File: src/rtl/axis_noc_pkg.sv
// Shared AXI-Stream NoC types and header field layout, used by packetizers and router-side decoders.
package axis_noc_pkg;

  localparam int unsigned AXIS_DATA_W = 32;
  localparam int unsigned HDR_X_LSB   = 0;

  typedef struct packed {
    logic [AXIS_DATA_W-1:0] tdata;
    logic                   tvalid;
    logic                   tlast;
  } axis_mosi_t;

  typedef struct packed {
    logic tready;
  } axis_miso_t;

  typedef enum logic [1:0] {
    ST_IDLE    = 2'd0,
    ST_COLLECT = 2'd1,
    ST_HEADER  = 2'd2,
    ST_DRAIN   = 2'd3
  } pkt_state_e;

  // Field width for an index over n items; never zero so slices stay legal.
  function automatic int unsigned field_w(input int unsigned n);
    return (n > 1) ? $clog2(n) : 1;
  endfunction

  // Header layout: x at the bottom, then y, then payload length.
  function automatic int unsigned hdr_y_lsb(input int unsigned x_w);
    return HDR_X_LSB + x_w;
  endfunction

  function automatic int unsigned hdr_len_lsb(input int unsigned x_w, input int unsigned y_w);
    return HDR_X_LSB + x_w + y_w;
  endfunction

endpackage

File: src/rtl/packetizer_buffer.sv
// Payload FIFO for one packet: written in arrival order, read out in the same order, cleared between packets.
module packetizer_buffer #(
  parameter int unsigned DW    = 32,
  parameter int unsigned DEPTH = 4
) (
  input  logic          clk_i,
  input  logic          rst_i,
  input  logic          clr_i,
  input  logic          wr_en_i,
  input  logic [DW-1:0] wr_data_i,
  input  logic          rd_en_i,
  output logic [DW-1:0] rd_data_c
);

  localparam int unsigned PTR_W = (DEPTH > 1) ? $clog2(DEPTH) : 1;

  logic [DW-1:0]    mem_q [DEPTH];
  logic [DW-1:0]    mem_d [DEPTH];
  logic [PTR_W-1:0] wr_ptr_q, wr_ptr_d;
  logic [PTR_W-1:0] rd_ptr_q, rd_ptr_d;

  function automatic logic [PTR_W-1:0] ptr_inc(input logic [PTR_W-1:0] p);
    return (p == PTR_W'(DEPTH - 1)) ? '0 : p + PTR_W'(1);
  endfunction

  always_comb begin
    mem_d    = mem_q;
    wr_ptr_d = wr_ptr_q;
    rd_ptr_d = rd_ptr_q;
    if (clr_i) begin
      wr_ptr_d = '0;
      rd_ptr_d = '0;
    end else begin
      if (wr_en_i) begin
        mem_d[wr_ptr_q] = wr_data_i;
        wr_ptr_d        = ptr_inc(wr_ptr_q);
      end
      if (rd_en_i) begin
        rd_ptr_d = ptr_inc(rd_ptr_q);
      end
    end
  end

  always_ff @(posedge clk_i or posedge rst_i) begin
    if (rst_i) begin
      for (int i = 0; i < int'(DEPTH); i++) begin
        mem_q[i] <= '0;
      end
      wr_ptr_q <= '0;
      rd_ptr_q <= '0;
    end else begin
      mem_q    <= mem_d;
      wr_ptr_q <= wr_ptr_d;
      rd_ptr_q <= rd_ptr_d;
    end
  end

  assign rd_data_c = mem_q[rd_ptr_q];

endmodule

File: src/rtl/router_local_packetizer.sv
// Turns a local node's message stream into NoC packets: header flit (target, length) plus up to
// MAX_PACKAGES buffered payload flits; long messages are split into several packets to the same target.
module router_local_packetizer
  import axis_noc_pkg::*;
#(
  parameter int unsigned AXIS_DATA_WIDTH = 32,
  parameter int unsigned MAX_ROUTERS_X   = 4,
  parameter int unsigned MAX_ROUTERS_Y   = 4,
  parameter int unsigned MAX_PACKAGES    = 4
) (
  input  logic                               clk_i,
  input  logic                               rst_i,
  input  axis_mosi_t                         in_mosi_i,
  output axis_miso_t                         in_miso_o,
  input  logic [field_w(MAX_ROUTERS_X)-1:0]  target_x_i,
  input  logic [field_w(MAX_ROUTERS_Y)-1:0]  target_y_i,
  output axis_mosi_t                         out_mosi_o,
  input  axis_miso_t                         out_miso_i
);

  localparam int unsigned DW      = AXIS_DATA_WIDTH;
  localparam int unsigned X_W     = field_w(MAX_ROUTERS_X);
  localparam int unsigned Y_W     = field_w(MAX_ROUTERS_Y);
  localparam int unsigned LEN_W   = $clog2(MAX_PACKAGES + 1);
  localparam int unsigned Y_LSB   = hdr_y_lsb(X_W);
  localparam int unsigned LEN_LSB = hdr_len_lsb(X_W, Y_W);
  localparam logic [LEN_W-1:0] LEN_MAX = LEN_W'(MAX_PACKAGES);

  pkt_state_e       state_q, state_d;
  logic [LEN_W-1:0] count_q, count_d;
  logic [LEN_W-1:0] sent_q, sent_d;
  logic [X_W-1:0]   tgt_x_q, tgt_x_d;
  logic [Y_W-1:0]   tgt_y_q, tgt_y_d;
  logic             msg_end_q, msg_end_d;
  logic             in_tready_q, in_tready_d;
  logic             out_tvalid_q, out_tvalid_d;
  logic             out_tlast_q, out_tlast_d;
  logic [DW-1:0]    out_tdata_q, out_tdata_d;

  logic             in_hs;
  logic             out_hs;
  logic             buf_wr_en;
  logic             buf_rd_en;
  logic             buf_clr;
  logic [DW-1:0]    buf_rd_data;

  function automatic logic [DW-1:0] make_header(input logic [X_W-1:0]   x,
                                                 input logic [Y_W-1:0]   y,
                                                 input logic [LEN_W-1:0] len);
    logic [DW-1:0] h;
    h                    = '0;
    h[HDR_X_LSB +: X_W]  = x;
    h[Y_LSB +: Y_W]      = y;
    h[LEN_LSB +: LEN_W]  = len;
    return h;
  endfunction

  packetizer_buffer #(
    .DW    (DW),
    .DEPTH (MAX_PACKAGES)
  ) u_buffer (
    .clk_i     (clk_i),
    .rst_i     (rst_i),
    .clr_i     (buf_clr),
    .wr_en_i   (buf_wr_en),
    .wr_data_i (DW'(in_mosi_i.tdata)),
    .rd_en_i   (buf_rd_en),
    .rd_data_c (buf_rd_data)
  );

  assign in_hs  = in_mosi_i.tvalid & in_tready_q;
  assign out_hs = out_tvalid_q & out_miso_i.tready;

  // Next-state and registered-output logic; output regs always hold the flit currently offered.
  always_comb begin
    state_d      = state_q;
    count_d      = count_q;
    sent_d       = sent_q;
    tgt_x_d      = tgt_x_q;
    tgt_y_d      = tgt_y_q;
    msg_end_d    = msg_end_q;
    out_tvalid_d = out_tvalid_q;
    out_tlast_d  = out_tlast_q;
    out_tdata_d  = out_tdata_q;
    buf_wr_en    = 1'b0;
    buf_rd_en    = 1'b0;
    buf_clr      = 1'b0;

    unique case (state_q)
      ST_IDLE, ST_COLLECT: begin
        if (in_hs) begin
          buf_wr_en = 1'b1;
          msg_end_d = in_mosi_i.tlast;
          if (state_q == ST_IDLE) begin
            tgt_x_d = target_x_i;
            tgt_y_d = target_y_i;
            count_d = LEN_W'(1);
            state_d = ST_COLLECT;
          end else begin
            count_d = count_q + LEN_W'(1);
          end
          if (in_mosi_i.tlast || (count_d == LEN_MAX)) begin
            state_d      = ST_HEADER;
            out_tvalid_d = 1'b1;
            out_tlast_d  = 1'b0;
            out_tdata_d  = make_header(tgt_x_d, tgt_y_d, count_d);
          end
        end
      end

      ST_HEADER: begin
        if (out_hs) begin
          state_d     = ST_DRAIN;
          buf_rd_en   = 1'b1;
          out_tdata_d = buf_rd_data;
          sent_d      = LEN_W'(1);
          out_tlast_d = (count_q == LEN_W'(1));
        end
      end

      ST_DRAIN: begin
        if (out_hs) begin
          if (out_tlast_q) begin
            // Packet done: either the message ended or the next chunk reuses the latched target.
            buf_clr      = 1'b1;
            out_tvalid_d = 1'b0;
            out_tlast_d  = 1'b0;
            out_tdata_d  = '0;
            count_d      = '0;
            sent_d       = '0;
            state_d      = msg_end_q ? ST_IDLE : ST_COLLECT;
          end else begin
            buf_rd_en   = 1'b1;
            out_tdata_d = buf_rd_data;
            sent_d      = sent_q + LEN_W'(1);
            out_tlast_d = (sent_d == count_q);
          end
        end
      end

      default: state_d = ST_IDLE;
    endcase

    in_tready_d = (state_d == ST_IDLE) || (state_d == ST_COLLECT);
  end

  always_ff @(posedge clk_i or posedge rst_i) begin
    if (rst_i) begin
      state_q      <= ST_IDLE;
      count_q      <= '0;
      sent_q       <= '0;
      tgt_x_q      <= '0;
      tgt_y_q      <= '0;
      msg_end_q    <= 1'b0;
      in_tready_q  <= 1'b0;
      out_tvalid_q <= 1'b0;
      out_tlast_q  <= 1'b0;
      out_tdata_q  <= '0;
    end else begin
      state_q      <= state_d;
      count_q      <= count_d;
      sent_q       <= sent_d;
      tgt_x_q      <= tgt_x_d;
      tgt_y_q      <= tgt_y_d;
      msg_end_q    <= msg_end_d;
      in_tready_q  <= in_tready_d;
      out_tvalid_q <= out_tvalid_d;
      out_tlast_q  <= out_tlast_d;
      out_tdata_q  <= out_tdata_d;
    end
  end

  always_comb begin
    in_miso_o.tready  = in_tready_q;
    out_mosi_o.tvalid = out_tvalid_q;
    out_mosi_o.tlast  = out_tlast_q;
    out_mosi_o.tdata  = AXIS_DATA_W'(out_tdata_q);
  end

endmodule

File: config.mk
export PLATFORM = sky130hd
export DESIGN_NAME = router_local_packetizer
export DESIGN_NICKNAME = d
export VERILOG_FILES = /design/src/rtl/axis_noc_pkg.sv /design/src/rtl/packetizer_buffer.sv /design/src/rtl/router_local_packetizer.sv
export SDC_FILE = /design/constraint.sdc
export NUM_CORES = 1
export LEC_CHECK = 0
export BUFFER_PORTS_ARGS = -buffer_cell sky130_fd_sc_hd__buf_2
export CELL_PAD_IN_SITES_DETAIL_PLACEMENT = 1
export CELL_PAD_IN_SITES_GLOBAL_PLACEMENT = 1
export CORE_UTILIZATION = 53
export CTS_CLUSTER_DIAMETER = 120
export DETAILED_ROUTE_END_ITERATION = 7
export PLACE_DENSITY_LB_ADDON = 0.1
export SKIP_CTS_REPAIR_TIMING = 1
export SLEW_MARGIN = 15
export SYNTH_ARGS = -nofsm -noshare
export SYNTH_HDL_FRONTEND = slang
export SYNTH_SLANG_ARGS = --single-unit
File: constraint.sdc
create_clock -name clk_i -period 14.7 [get_ports clk_i]
set_input_delay 2.94 -clock clk_i [delete_from_list [all_inputs] [get_ports clk_i]]
set_output_delay 2.94 -clock clk_i [all_outputs]
set_load 0.05 [all_outputs]
# Yosys cells after proc, flatten, opt, wreduce, memory -nomap -nowiden
# Index checks and enable logic that the tools add are counted.
[op_classes] n_eq_ne=14 bitwise=5 n_reduce_logical=16 order_cmp=3 muxes=59 addsub=4
[op_table] operator="two-way mux 32 bit" n=8
[op_table] operator="bitwise mux 128 bit" n=1
[op_table] operator="case mux 32 bit (3 select lines)" n=1
[op_table] operator="binary-select mux 32 bit (select 2 bit)" n=1
[op_table] operator="demux 32 bit (select 2 bit)" n=1
[op_table] operator="two-way mux 2 bit" n=14
[op_table] operator="two-way mux 3 bit" n=9
[op_table] operator="two-way mux 1 bit" n=18
[op_table] operator="case mux 3 bit (2 select lines)" n=2
[op_table] operator="inequality test 2 bit (second input constant)" n=5
[op_table] operator="== test 2 bit (second input constant)" n=4
[op_table] operator="AND reduction 4 bit" n=2
[op_table] operator="nonzero test 2 bit" n=4
[op_table] operator="adder 3 x 1 -> 3 bit (second input constant)" n=2
[op_table] operator=">= comparator 3 bit (second input constant)" n=2
[op_table] operator="NOT 2 -> 3 bit" n=2
[op_table] operator="case mux 2 bit (3 select lines)" n=1
[op_table] operator="AND reduction 5 bit" n=1
[op_table] operator="adder 2 x 1 -> 2 bit (second input constant)" n=2
[op_table] operator="== test 2 x 1 -> 1 bit (second input constant)" n=2
[op_table] operator="zero test 2 bit" n=2
[op_table] operator="case mux 1 bit (2 select lines)" n=2
[op_table] operator="AND reduction 2 bit" n=2
[op_table] operator="== test 3 x 1 -> 1 bit (second input constant)" n=1
[op_table] operator="10 further kinds" n=12
[totals] wordCells=117 regBits=180 input_bits=41

# Logic depth before layout (Yosys ltp)
[depth] ltp_word=11 mapped_depth=7 depth_no_buf=6

# By module
# Synthesis repeated with hierarchy kept, for this count alone.
[unflattened] hier_cells=568 area_unflattened_um2=8577.0
[modules_own_cells] module="packetizer_buffer" area_per_inst_um2=6244.7 seq_area_each_um2=3303.2 n_inst=1 cells_per_inst=335
[modules_own_cells] module="router_local_packetizer" area_per_inst_um2=2332.2 seq_area_each_um2=1201.2 n_inst=1 cells_per_inst=233

# Worst setup path before layout
# No wires, ideal clock.
[synth_timing] path_type="input port to flip-flop" startpoint="in in_mosi_i[1] (netlist name)" endpoint="reg out_tdata_q[0]" path_buffers=1 arrival_ns=3.850 setup_slack_ns=10.725 cell_stages=4 setup_time_ns=0.125 t_required_ns=14.575 cell_sequence="nand3_1 -> o21ai_2 -> buf_6 -> mux2_4"
[synth_via] elab_chain_cells=3
[synth_rtl] element="from (decl)" line="router_local_packetizer.sv:13" text="input axis_mosi_t in_mosi_i,"
[synth_rtl] element="bitwise AND 1 bit" line="router_local_packetizer.sv:71" text="assign in_hs = in_mosi_i.tvalid & in_tready_q;"
[synth_rtl] element="inequality test 2 bit (no line)"
[synth_rtl] element="AND reduction 4 bit (no line)"
[synth_rtl] element="to (signal assigned)" line="router_local_packetizer.sv:169" text="out_tdata_q <= out_tdata_d;"
[synth_rtl] element="to (decl)" line="router_local_packetizer.sv:38" text="logic [DW-1:0] out_tdata_q, out_tdata_d;"
# No other way between the ends.
# A chain may end at the register's enable or synchronous reset.

# Worst setup path after layout
[layout_timing] startpoint="in in_mosi_i[1] (netlist name)" endpoint="reg u_buffer.mem_q[18] (netlist name)"
[layout_via] elab_chain_cells=4
[layout_rtl] element="bitwise AND 1 bit" line="router_local_packetizer.sv:71"
[layout_rtl] element="two-way mux 1 bit" line="router_local_packetizer.sv:91" text="if (in_hs) begin"
[layout_rtl] element="two-way mux 1 bit" line="router_local_packetizer.sv:89" text="unique case (state_q)"
[layout_rtl] element="AND reduction 2 bit (no line)"
[layout_rtl] element="to (signal assigned)" line="packetizer_buffer.sv:52" text="mem_q <= mem_d;"
[layout_rtl] element="to (decl)" line="packetizer_buffer.sv:17" text="logic [DW-1:0] mem_q [DEPTH];"
# No other way between the ends.

==> reports/qor.log <==
qor: route.drt-pass1-iter-count 6
qor: setup_path.worstSetupPathType primary input to flip-flop
qor: logic_synthesis.synthesis.area 8060 µm²
qor: logic_synthesis.main_combinational_cell_family_by_area_after_synthesis multiplexers
qor: timing.setup_violations 0
qor: logic_synthesis.yosysWarnings 0
qor: timing.timing_hold_violations_final 0
qor: clock_tree.cts.sink_count 180
qor: timing.fmax 0.226 GHz
qor: timing.final_min_period 4430 ps
qor: floorplan.fp-row-count 44
qor: global_route.global_route.usage.total 0.262
qor: placement.placement.setup.worst_slack 9790 ps
qor: logic_synthesis.adder_cell_share_of_the_synthesized_area 0.0124
qor: logic_synthesis.synth-async-reset-ratio 1.00
qor: floorplan.boundaryPins 76
qor: job.max_cap_violations 0
qor: logic_synthesis.synth_cells 576
qor: placement.gpl.final_weighted_congestion 0.776
qor: logic_synthesis.postSynthRegisterBits 180
qor: pwr.total_leakage_power 4.16 nW
qor: placement.io_buffers 75
qor: pwr.ir_worst_vdd 0.110 mV
qor: route.drt-initial-drc-count 325
qor: clock_tree.ctsRootBufferMaster sky130_fd_sc_hd__clkbuf_16
qor: timing.timing.slew.headroom 0.312
qor: logic_synthesis.synth_compound_area_frac 0.0421
qor: layout.fillers 1397
qor: logic_synthesis.synth_simple_gate_area_share 0.0519
qor: route.routed_wirelength 18.7 mm
qor: logic_synthesis.avgSynthCellArea 14.0 µm²
qor: clock_tree.htree_num_levels 4
qor: layout.layout-drive-gt1-share 0.444
qor: logic_synthesis.yosysUniqueCellTypes 41
qor: run_status.violations DRC
qor: floorplan.floorplan.die.height 125 µm
qor: placement.placed_area 8550 µm²
qor: logic_synthesis.yosys_most_used_dff sky130_fd_sc_hd__dfrtp_1
qor: floorplan.fp.dieW 125 µm
qor: layout.most_frequent_cells_in_the_layout sky130_fd_sc_hd__dfrtp_1, sky130_fd_sc_hd__mux2_2, sky130_fd_sc_hd__buf_2
qor: clock_tree.cts-root-to-sink-buffers 2
qor: timing.setup_slack 10270 ps
qor: clock_tree.worstSkewPairLatency 430 ps
qor: setup_path.critPathMaxFanout 20
qor: layout.layout.cells.most_common sky130_fd_sc_hd__dfrtp_1
qor: floorplan.initial_core_util 0.548
qor: route.vias_per_cell 5.99
qor: layout.antenna_cells_inserted 0
qor: layout.layoutNonFillerInstCount 840
qor: logic_synthesis.yosys-mux-area-fraction 0.287
qor: run_status.outcome finished with violations
qor: global_route.overflow 0
qor: global_route.grt_max_degree 100
qor: setup_path.cp_data_arrival_time 4740 ps
qor: logic_synthesis.number_of_enable_type_register_cells_in_the_synthesized_netlist 0
qor: setup_path.setup.worst_path.start_class primary input
qor: min_path.worst_hold_startpoint sent_q[1]
qor: timing.skew 5.56 ps
qor: route.routed_wire_length_per_instance 22.2 µm
qor: timing.worst_slew_pin_slew 1030 ps
qor: placement.dpl.hpwl 11.8 mm
qor: layout.postLayoutCellArea 9150 µm²
qor: logic_synthesis.seq_area_frac_synth 0.559
qor: layout.fin_nets 693
qor: route.post-route-drc-count 5
qor: setup_path.r2r_slack 11850 ps
qor: min_path.worstHoldPathCells 2
qor: layout.final_core_util 0.623
qor: timing.rsz0062_at_grt false
qor: clock_tree.clock_pin_slew_on_the_worst_setup_and_hold_paths 60 ps
qor: setup_path.worstReg2RegEnd u_buffer.mem_q[18]
qor: min_path.hold_path_class flip-flop to flip-flop
qor: timing.post-route-period-util 0.301
qor: route.vias 5033
qor: clock_tree.tritoncts built
qor: route.detail-route-antenna-nets 0
qor: setup_path.worst-endpoint-required 15010 ps
qor: layout.areaGrowthSynthToFinish 13.6%
qor: logic_synthesis.syn_nets 625
qor: placement.placed_instances 809
qor: pwr.power.density 243 nW/µm²
qor: setup_path.end_kind flip-flop
qor: setup_path.worstRegToRegCells 5
qor: global_route.number_of_global_route_vias_before_repair 5715
qor: global_route.grt_first_pass_wirelength 31.1 mm
qor: floorplan.die_area 15700 µm²
qor: timing.final-max-slew-violation-count 0
qor: min_path.worst_hold_path.endpoint sent_q[1]
qor: timing.worst_hold_slack 483 ps
qor: floorplan.coreArea 14700 µm²
qor: timing.setup-tns-final 0 ps
qor: logic_synthesis.synth-xor-area-share 0.00544
qor: global_route.antenna_violations_before_repair 0
qor: clock_tree.cts-buffers-inserted 17
qor: pwr.design_power_total 2.23 mW
critical path, stage by stage:
cell and delay [ps]:
sky130_fd_sc_hd__buf_2 120, sky130_fd_sc_hd__nand2_1 60, sky130_fd_sc_hd__nor2_1 340, sky130_fd_sc_hd__nand2_1 520
sky130_fd_sc_hd__buf_4 430, sky130_fd_sc_hd__mux2_2 320
area by class of cell:
type | instances | area [µm²] | share of cell area
repair buffers | 86 | 458 | 0.0500
flip-flops and latches | 180 | 4510 | 0.492
clock buffers | 22 | 474 | 0.0518
well taps | 184 | 230 | 0.0252
clock inverters | 9 | 126 | 0.0138
multi-input cells | 322 | 3210 | 0.351
inverters | 37 | 144 | 0.0157
synth_stat cells (all sizes together) (2+ instances only):
master | instances | share of area
and2 | 2 | 0.0016
clkbuf | 12 | 0.0056
a31oi | 2 | 0.0016
inv | 37 | 0.017
nand4 | 26 | 0.020
o21ai | 34 | 0.022
ha | 8 | 0.012
a21oi | 6 | 0.0037
nor2 | 12 | 0.0056
a221oi | 4 | 0.0043
mux4 | 32 | 0.089
xor2 | 2 | 0.0022
a22o | 2 | 0.0022
nand3 | 7 | 0.0050
nand2b | 2 | 0.0016
buf | 25 | 0.019
dfrtp | 180 | 0.56
mux2 | 139 | 0.20
nor2b | 4 | 0.0031
nand2 | 23 | 0.011
xnor2 | 3 | 0.0033
sequential cells by signal, summed over array words and instances (netlist names), named ones only:
| signal | cells |
|---|---|
| out_tlast_q | 1 |
| sent_q | 3 |
| tgt_y_q | 2 |
| u_buffer.wr_ptr_q | 2 |
| count_q | 3 |
| msg_end_q | 1 |
| tgt_x_q | 2 |
| u_buffer.rd_ptr_q | 2 |
| in_miso_o | 1 |
| out_tdata_q | 32 |
| u_buffer.mem_q | 128 |
| out_tvalid_q | 1 |
where the power goes:
group,internal [mW],total [mW],switching [mW]
registers,0.731,0.889,0.158
clock network,0.279,0.463,0.184
logic,0.411,0.875,0.463
worst max-delay path by stage:
stage / start / to / slack, ps / cells past startpoint
after global routing: rst_i / u_buffer.rd_ptr_q[0] / 9960 / 3
after CTS: rst_i / u_buffer.rd_ptr_q[0] / 10240 / 3
after floorplan: rst_i / async pin / 6870 / 1
final: in_mosi_i[1] / u_buffer.mem_q[18] / 10270 / 6
after global placement: rst_i / u_buffer.rd_ptr_q[0] / 9850 / 3
after detailed placement: rst_i / u_buffer.rd_ptr_q[0] / 9790 / 3
kinds of logic (layout without fill, tap and decap cells):
kind of cell,after synthesis,count (layout)
adders and majority gates,8,8
xor gates and xnor gates,5,5
AOI/OAI and AO/OA,56,56
muxes,172,172
and+or+nand+nor,81,81
buffers and inverters,74,154
DFF,180,180
routing by layer:
metal | global-route usage | wire length [µm] | vias to the layer above
met5 | 0 | 0 | -
met4 | 0.0832 | 290 | 0
met3 | 0.0479 | 585 | 24
met2 | 0.451 | 9760 | 98
met1 | 0.338 | 8030 | 2699
li1 | - | - | 2212
No activity file was read; power rests on OpenSTA's default activity.
